`config.mk`:
```
export PLATFORM = sky130hd
export DESIGN_NAME = touch_adc_responder
export DESIGN_NICKNAME = d
export VERILOG_FILES = /design/src/rtl/touch_adc_responder.sv
export SDC_FILE = /design/constraint.sdc
export NUM_CORES = 1
export LEC_CHECK = 0
export BUFFER_PORTS_ARGS = -buffer_cell sky130_fd_sc_hd__buf_2
export CAP_MARGIN = 20
export CORE_UTILIZATION = 42
export DETAILED_ROUTE_END_ITERATION = 16
export GPL_ROUTABILITY_DRIVEN = 0
export HOLD_SLACK_MARGIN = 0.08
export PLACE_DENSITY = 0.61
export SLEW_MARGIN = 20
export SYNTH_ARGS = -nofsm -noshare
export SYNTH_HDL_FRONTEND = slang
export SYNTH_SLANG_ARGS = --single-unit
export TNS_END_PERCENT = 30
```
`constraint.sdc`:
```
create_clock -name clk -period 2.43 [get_ports clk]
set_clock_uncertainty 0.05 [all_clocks]
set_input_delay 0.1215 -clock clk [delete_from_list [all_inputs] [get_ports clk]]
set_output_delay 0.1215 -clock clk [all_outputs]
set_load 0.005 [all_outputs]
```
`src/rtl/touch_adc_responder.sv`:
```
// Device end of the 4-wire touch-panel ADC link. It takes a control byte on DIN,
// answers with BUSY and a 12- or 8-bit sample on DOUT, and drives PENIRQ.
module touch_adc_responder #(
    parameter int         SYNC_STAGES = 2,
    parameter logic [2:0] X_CHANNEL   = 3'b101,
    parameter logic [2:0] Y_CHANNEL   = 3'b001
) (
    input  logic        clk,
    input  logic        reset,
    input  logic        tp_cs,
    input  logic        tp_dclk,
    input  logic        tp_din,
    output logic        tp_dout,
    output logic        tp_busy,
    output logic        tp_penirq,
    input  logic        pen_down,
    input  logic [11:0] x_sample,
    input  logic [11:0] y_sample,
    output logic [7:0]  last_cmd,
    output logic        cmd_valid
);

    typedef enum logic [1:0] {
        IDLE      = 2'd0,
        CMD       = 2'd1,
        BUSY_WAIT = 2'd2,
        DATA      = 2'd3
    } state_t;

    logic [SYNC_STAGES-1:0] r_cs_sync;
    logic [SYNC_STAGES-1:0] r_dclk_sync;
    logic [SYNC_STAGES-1:0] r_din_sync;
    logic                   r_dclk_prev;

    state_t      r_state;
    logic [6:0]  r_cmd_sr;
    logic [3:0]  r_bit_cnt;
    logic [3:0]  r_nbits;
    logic [11:0] r_shift;
    logic        r_irq_en;
    logic        r_dout;
    logic        r_busy;
    logic        r_penirq;
    logic [7:0]  r_last_cmd;
    logic        r_cmd_valid;

    logic        w_cs;
    logic        w_dclk;
    logic        w_din;
    logic        w_rise;
    logic        w_fall;
    logic [7:0]  w_cmd_next;
    logic [11:0] w_sample;
    logic [11:0] w_snapshot;

    // The extra r_dclk_prev flop puts the response SYNC_STAGES+1 clk after a pin edge.
    always_ff @(posedge clk or posedge reset) begin
        if (reset) begin
            r_cs_sync   <= '1;
            r_dclk_sync <= '0;
            r_din_sync  <= '0;
            r_dclk_prev <= 1'b0;
        end else begin
            r_cs_sync   <= {r_cs_sync[SYNC_STAGES-2:0], tp_cs};
            r_dclk_sync <= {r_dclk_sync[SYNC_STAGES-2:0], tp_dclk};
            r_din_sync  <= {r_din_sync[SYNC_STAGES-2:0], tp_din};
            r_dclk_prev <= r_dclk_sync[SYNC_STAGES-1];
        end
    end

    assign w_cs       = r_cs_sync[SYNC_STAGES-1];
    assign w_dclk     = r_dclk_sync[SYNC_STAGES-1];
    assign w_din      = r_din_sync[SYNC_STAGES-1];
    assign w_rise     = w_dclk & ~r_dclk_prev;
    assign w_fall     = ~w_dclk & r_dclk_prev;
    assign w_cmd_next = {r_cmd_sr, w_din};

    always_comb begin
        w_sample = 12'h000;
        if (r_last_cmd[6:4] == X_CHANNEL) begin
            w_sample = x_sample;
        end else if (r_last_cmd[6:4] == Y_CHANNEL) begin
            w_sample = y_sample;
        end
        w_snapshot = r_last_cmd[3] ? {w_sample[11:4], 4'h0} : w_sample;
    end

    always_ff @(posedge clk or posedge reset) begin
        if (reset) begin
            r_state     <= IDLE;
            r_cmd_sr    <= 7'h00;
            r_bit_cnt   <= 4'd0;
            r_nbits     <= 4'd12;
            r_shift     <= 12'h000;
            r_irq_en    <= 1'b1;
            r_dout      <= 1'b0;
            r_busy      <= 1'b0;
            r_penirq    <= 1'b1;
            r_last_cmd  <= 8'h00;
            r_cmd_valid <= 1'b0;
        end else begin
            r_cmd_valid <= 1'b0;
            r_penirq    <= ~(pen_down & r_irq_en & (r_state == IDLE));
            if (w_cs) begin
                r_state   <= IDLE;
                r_busy    <= 1'b0;
                r_dout    <= 1'b0;
                r_bit_cnt <= 4'd0;
            end else begin
                case (r_state)
                    IDLE: begin
                        // Zeros ahead of the start bit are padding and are skipped.
                        if (w_rise && w_din) begin
                            r_cmd_sr  <= 7'h01;
                            r_bit_cnt <= 4'd1;
                            r_state   <= CMD;
                        end
                    end
                    CMD: begin
                        if (w_rise) begin
                            r_cmd_sr  <= w_cmd_next[6:0];
                            r_bit_cnt <= r_bit_cnt + 4'd1;
                            if (r_bit_cnt == 4'd7) begin
                                r_last_cmd  <= w_cmd_next;
                                r_cmd_valid <= 1'b1;
                                r_irq_en    <= ~w_din;
                                r_bit_cnt   <= 4'd0;
                                r_state     <= BUSY_WAIT;
                            end
                        end
                    end
                    BUSY_WAIT: begin
                        if (w_fall) begin
                            r_busy    <= 1'b1;
                            r_shift   <= w_snapshot;
                            r_nbits   <= r_last_cmd[3] ? 4'd8 : 4'd12;
                            r_bit_cnt <= 4'd0;
                            r_state   <= DATA;
                        end
                    end
                    DATA: begin
                        if (w_fall) begin
                            r_busy <= 1'b0;
                            if (r_bit_cnt != r_nbits) begin
                                r_dout    <= r_shift[11];
                                r_shift   <= {r_shift[10:0], 1'b0};
                                r_bit_cnt <= r_bit_cnt + 4'd1;
                            end else begin
                                r_dout    <= 1'b0;
                                r_bit_cnt <= 4'd0;
                                r_state   <= IDLE;
                            end
                        end
                    end
                    default: r_state <= IDLE;
                endcase
            end
        end
    end

    assign tp_dout   = r_dout;
    assign tp_busy   = r_busy;
    assign tp_penirq = r_penirq;
    assign last_cmd  = r_last_cmd;
    assign cmd_valid = r_cmd_valid;

endmodule

```
==> out/results.tsv, run 1 <==
metric	value	unit
sequential power share	54.2	%
Vias per Instance	5.08	
CP Max Fanout	9	
RSZ-0062 raised after global routing	false	
count of pins on the block boundary	42	
Setup WS post-layout	0.306	ns
pwr dens	550	nW/µm²
overall die height	76.3	µm
CTS tree	done	
met3 usage in global routing	4.91	%
startpoint types	flop	
tightest slew margin relative to the limit	36.9	%
Mapped Area	2320	µm²
leading cell types in the layout, fill and taps excluded	dfrtp_1 (41), buf_2 (41), mux2_2 (20)	
root buf cell	clkbuf_8	
final hold vios	0	
kind of capture point of the worst setup path	flop	
post-synthesis sequential element count	46	
clock transition at the registers of the reported paths	0.09	ns
data arrival time of the worst path	2.30	ns
met2 demand-to-capacity share in global routing	25.3	%
cells after synthesis	207	
Setup WS pre-CTS	0.320	ns
Leak Pwr	0.00124	µW
routing layer with the top usage in global route	met2	
all-layer global routing usage	15.9	%
number of levels in the clock H-tree	2	
dominant register cell in the synthesized netlist	dfrtp_1	
Slew @ Worst Pin	0.945	ns
Fmax achieved	471	MHz
post-cts repair resize count	0	
result of the run	complete, no violations	
CP bufs+invs	1	
total clock buffers created by CTS	5	
drt drc	0	
final period demand of the worst path	2.12	ns
remaining antenna violation count	0	
fraction of final layout cells sized beyond drive strength 1	35.7	%
register area share after synthesis	49.9	%
internal power contribution	1130	µW
Critical Setup Path Class	reg -> reg	
core outline area	5200	µm²
worst IR drop on VDD	0.527	mV
fin nets	291	
Post-Syn Area per Cell	11.2	µm²
CTS max path bufs	2	
drt pass-1 iters	4	
count of flip-flops with a built-in enable after synthesis	0	
combinational group share of total power	11.8	%
Antenna Cells	0	
global-route wire length before repair	7380	µm
TNS Setup	0	ns
met1 track utilization from global routing	20.6	%
max-cap violations	0	
largest net degree at the start of global routing	47	
Die X-Extent	76.3	µm
number of antenna violations at the first check in global routing	0	
number of library cell types mapped by synthesis	44	
quantity of I/O buffers inserted on ports	41	
number of placement rows	26	
crit-path leading delay family	simple AND/OR/NAND/NOR gates	
Final setup viols	0	
buffers inserted by post-CTS timing repair	0	
starting density of the core	44.5	%
fillcell total	494	
switching share of power	25.1	%
Final Routed Wirelength	4110	µm
cell breakdown of the critical path	inv_1 -> ha_1 -> nor2_1 -> o221ai_2 -> or4b_2 -> a21oi_1	
reported net switching power	379	µW
cell area after layout	2750	µm²
crit path max-delay cell type	or4b_2	
Worst-Skew Late Latency	0.30	ns
Avg WL per Cell	12.7	µm
longest individual stage delay on the worst path	0.68	ns
synthesized net count	244	
count of yosys warnings during synthesis	0	
number of DRC markers after the initial detailed-route iteration	64	
detailed-placement wirelength estimate	2900	µm
data required time at the worst endpoint	2.60	ns
worst hold path class	in -> reg	
clock tree sinks	46	
vias after detailed routing	1651	
fin crit share	87.4	%
share of power burned in the clock network	34.0	%
grt total ovfl	0	
signed area change from the synthesized netlist to the final layout	18.5	%
async set or reset register ratio after synthesis	100	%
area of the die	5820	µm²
number of slew-limit violations in the final report	0	
number of global-route vias before repair	1633	
placed inst area	2590	µm²
## cell type report
| class | instances | area, µm² | share of cell area [%] |
|---|---|---|---|
| Clock buffer | 7 | 96.3 | 3.51 |
| Clock inverter | 1 | 8.76 | 0.319 |
| Inverter | 13 | 48.8 | 1.78 |
| Multi-Input combinational cell | 137 | 1060 | 38.4 |
| Sequential cell | 46 | 1160 | 42.1 |
| Tap cell | 70 | 87.6 | 3.19 |
| Timing Repair Buffer | 51 | 293 | 10.7 |
## Yosys cell counts (3+ instances only)
| cell type | number | area share [%] |
|---|---|---|
| a21oi_1 | 6 | 1.3 |
| clkbuf_1 | 5 | 0.81 |
| dfrtp_1 | 41 | 44 |
| dfstp_2 | 5 | 5.7 |
| ha_1 | 7 | 3.8 |
| inv_1 | 13 | 2.1 |
| mux2_2 | 20 | 9.7 |
| mux2i_1 | 13 | 5.6 |
| nand2_1 | 15 | 2.4 |
| nand2b_1 | 5 | 1.3 |
| nand3_1 | 10 | 2.2 |
| nor2_1 | 7 | 1.1 |
| nor3_1 | 4 | 0.86 |
| o21ai_0 | 15 | 3.2 |
| o31ai_1 | 5 | 1.6 |
| or3b_2 | 3 | 1.1 |
## state kept, by name (all words and copies together), names as in the netlist, 2 cells and up
| signal | flops |
|---|---|
| r_cmd_sr | 7 |
| r_bit_cnt | 4 |
| r_shift | 12 |
| r_cs_sync | 2 |
| last_cmd | 8 |
| r_din_sync | 2 |
| r_dclk_sync | 2 |
| r_state | 2 |
## per-stage QoR
stage | utilization [%] | hold WS [ns] | power (µW) | std cells
6_report | 52.8 | 0.191 | 1510 | 325
3_3_place_gp | 49.8 | 0.178 | 1000 | 312
4_1_cts | 52.8 | 0.183 | 1540 | 325
2_1_floorplan | - | 0.0760 | 946 | 207
3_5_place_dp | 49.8 | 0.180 | 1010 | 312
5_1_grt | 52.8 | 0.206 | 1600 | 325
## logic make-up (layout without fill, tap and decap cells)
family	Yosys count	after routing	synth area share (%)
buffers and inverters	24	72	4.80
flip-flops	46	46	49.9
adder cells (fa/ha/maj)	7	7	3.78
multiplexers	33	33	15.3
AND/OR/NAND/NOR	59	59	14.6
AO/OA/AOI/OAI	37	37	11.2
XOR/XNOR	1	1	0.378
## path summary, 6_finish.rpt
kind / from / endpoint / slack [ns] / cells past startpoint
hold reg to reg: r_din_sync[0] / r_din_sync[1] / 0.31 / 0
setup / recovery: r_state[0] / r_bit_cnt[1] / 0.31 / 6
setup reg to reg: r_state[0] / r_bit_cnt[1] / 0.31 / 6
min in group asynchronous: reset / r_bit_cnt[1] / 0.53 / 3
max in group asynchronous: reset / r_shift[10] / 1.20 / 3
hold / removal: y_sample[4] / r_shift[4] / 0.19 / 4
## tightest hold or removal path, stage by stage
cell,delay (ns)
buf_2,0.07
mux2i_1,0.05
o21ai_0,0.13
mux2_2,0.13
## what timing repair did
action                     CTS  global route
setup endpoints to repair    0             0
hold buffers                 5             0
hold endpoints to repair    45             0
## metal layers
layer	part of all wire, %	vias to the layer above
met5	0	-
met3	3.5	4
met4	1.1	0
met2	44	31
met1	51	785
li1	-	831
## power groups by stage
| stage | Combinational [µW] | Clock (µW) | Sequential (µW) |
|---|---|---|---|
| 3_3_place_gp | 170 | 0 | 834 |
| 6_report | 179 | 514 | 819 |
| 5_1_grt | 202 | 570 | 823 |
| 3_5_place_dp | 174 | 0 | 834 |
| 2_1_floorplan | 123 | 0 | 823 |
| 4_1_cts | 181 | 536 | 820 |
(Power assumes the default switching activity.)
==> inputs of run 2 (changes only) <==
Settings changed: RECOVER_POWER set to 100.
==> out/results.tsv, run 2 (synthesis gave the netlist of run 1 again) <==
metric	value	unit	change
kind of capture point of the worst setup path	flop		unchanged
number of slew-limit violations in the final report	47		was 0
min-delay src	y_sample[4]		unchanged
Slew @ Worst Pin	1.71	ns	was 0.945 ns
longest individual stage delay on the worst path	0.43	ns	was 0.68 ns
RSZ-0062 raised after global routing	false		unchanged
remaining antenna violation count	0		unchanged
data arrival time of the worst path	2.26	ns	was 2.30 ns
met3 wirelength from detailed routing	146	µm	unchanged
detailed-placement wirelength estimate	2900	µm	unchanged
drt pass-1 iters	4		unchanged
power after layout	1510	µW	about the same
CTS max path bufs	2		unchanged
leading cell types in the layout, fill and taps excluded	dfrtp_1 (41), buf_2 (36), mux2_2 (20)		was dfrtp_1 (41), buf_2 (41), mux2_2 (20)
TNS Setup	0	ns	unchanged
combinational group share of total power	11.7	%	was 11.8%
Leak Pwr	0.00122	µW	was 0.00124 µW
crit path max-delay cell type	dfrtp_1		was or4b_2
CTS tree	done		unchanged
fin nets	291		unchanged
all-layer global routing usage	15.9	%	unchanged
global-route wire length before repair	7380	µm	unchanged
overall die height	76.3	µm	unchanged
post-cts repair resize count	0		unchanged
cell breakdown of the critical path	ha_1 -> buf_4 -> a2111oi_4 -> clkbuf_2 -> mux2_2		was inv_1 -> ha_1 -> nor2_1 -> o221ai_2 -> or4b_2 -> a21oi_1
grt total ovfl	0		unchanged
reported net switching power	379	µW	about the same
critical register-to-register path startpoint	r_state[0]		unchanged
sum of routed wire segments on met1	2090	µm	was 2100 µm
fin crit share	87.6	%	was 87.4%
data required time at the worst endpoint	2.56	ns	was 2.60 ns
signed area change from the synthesized netlist to the final layout	17.7	%	was 18.5%
Max Used Layer	met4		unchanged
placed inst area	2590	µm²	unchanged
number of antenna violations at the first check in global routing	0		unchanged
core outline area	5200	µm²	unchanged
clock tree sinks	46		unchanged
total clock buffers created by CTS	5		unchanged
hold buffers post-CTS	5		unchanged
setup slack on the worst flop-to-flop path	0.30	ns	was 0.31 ns
Avg WL per Cell	12.7	µm	unchanged
most common cell after layout, fill and taps aside	dfrtp_1		
worst hold path class	in -> reg		unchanged
worst IR drop on VDD	0.533	mV	was 0.527 mV
number of global-route vias before repair	1633		unchanged
result of the run	complete, but fails checks		was complete, no violations
max-cap violations	1		was 0
root buf cell	clkbuf_8		unchanged
worst hold slack after final layout	0.192	ns	was 0.191 ns
final std cells w/o fill	325		unchanged
switching share of power	25.1	%	about the same
flip-flop count of the largest register, all copies and words added	12		unchanged
violations in the final reports	max-capacitance violations, max-slew violations		
final period demand of the worst path	2.13	ns	was 2.12 ns
Antenna Cells	0		unchanged
Final setup viols	0		unchanged
sequential power share	54.2	%	about the same
internal power contribution	1130	µW	about the same
area of the die	5820	µm²	unchanged
drt drc	0		unchanged
amount of wire on met2 after detailed routing	1830	µm	was 1820 µm
Vias per Instance	5.10		was 5.08
Critical Setup Path Class	reg -> reg		unchanged
dpl cells	312		unchanged
share of power burned in the clock network	34.1	%	was 34.0%
startpoint types	flop		unchanged
Worst-Skew Late Latency	0.30	ns	about the same
final hold vios	0		unchanged
Final Routed Wirelength	4110	µm	unchanged
depth of the worst register-to-register path	5		was 6
number of placement rows	26		unchanged
tightest slew margin relative to the limit	-13.9	%	was 36.9%
Die X-Extent	76.3	µm	unchanged
number of levels in the clock H-tree	2		unchanged
number of DRC markers after the initial detailed-route iteration	67		was 64
quantity of I/O buffers inserted on ports	41		unchanged
top register by number of flip-flops	r_shift		unchanged
starting density of the core	44.5	%	unchanged
buffers inserted by post-CTS timing repair	0		unchanged
CP Max Fanout	19		was 9
fraction of final layout cells sized beyond drive strength 1	32.5	%	was 35.7%
Hold Path End	r_shift[4]		unchanged
pwr dens	554	nW/µm²	was 550 nW/µm²
vias after detailed routing	1656		was 1651
number of cells on the worst hold path	4		unchanged
count of pins on the block boundary	42		unchanged
Fmax achieved	470	MHz	was 471 MHz
cell area after layout	2730	µm²	was 2750 µm²
worst r2r dst	r_shift[10]		was r_bit_cnt[1]
largest net degree at the start of global routing	47		unchanged
clock transition at the registers of the reported paths	0.09	ns	about the same
run 2: changes by cell type in the layout (fill, tap and decap cells not counted), sizes merged:
| cell | change |
|---|---|
| buf | -7 |
| clkbuf | +7 |
run 2: per-layer routing:
metal,vias up,global-route usage [%]
li1,830,-
met1,789,20.6
met5,-,0
met4,0,5.19
met3,4,4.91
met2,33,25.3
run 2: power groups by stage:
stage	logic, µW	clock network [µW]	registers [µW]
after CTS	181	536	820
after detailed placement	174	0	834
after global placement	170	0	834
after global routing	200	570	823
after floorplan	123	0	823
final	176	516	819
run 2: through the flow:
step	utilization, %	setup WS (ns)
after global placement	49.8	0.405
after CTS	52.8	0.302
final	52.4	0.301
after detailed placement	49.8	0.320
after floorplan	-	0.497
after global routing	52.4	0.100
run 2: how the worst max path moves through the flow:
| stage | start | endpoint | slack [ns] | cells after the start |
|---|---|---|---|---|
| 6_report | r_state[0] | r_shift[10] | 0.30 | 5 |
| 3_3_place_gp | r_state[0] | r_bit_cnt[1] | 0.40 | 6 |
| 5_1_grt | reset | r_shift[10] | 0.1 | 3 |
| 2_1_floorplan | r_state[0] | r_bit_cnt[1] | 0.50 | 6 |
| 3_5_place_dp | r_state[0] | r_bit_cnt[1] | 0.32 | 6 |
| 4_1_cts | r_state[0] | r_bit_cnt[1] | 0.30 | 6 |
run 2: worst max-delay path: cells and delay by family (launching register included):
kind / cells / cell delay [ns]
buf+inv: 2 / 0.57
flops: 1 / 0.43
mux: 1 / 0.37
fa+ha+maj: 1 / 0.29
compound gates: 1 / 0.29
run 2: layout make-up:
class	instances	area [µm²]
multi-input combinational	137	1050
tap	70	87.6
inverter	13	48.8
fill	496	2480
clock buffer	7	96.3
clock inverter	1	8.76
timing repair buffer	51	280
sequential	46	1160
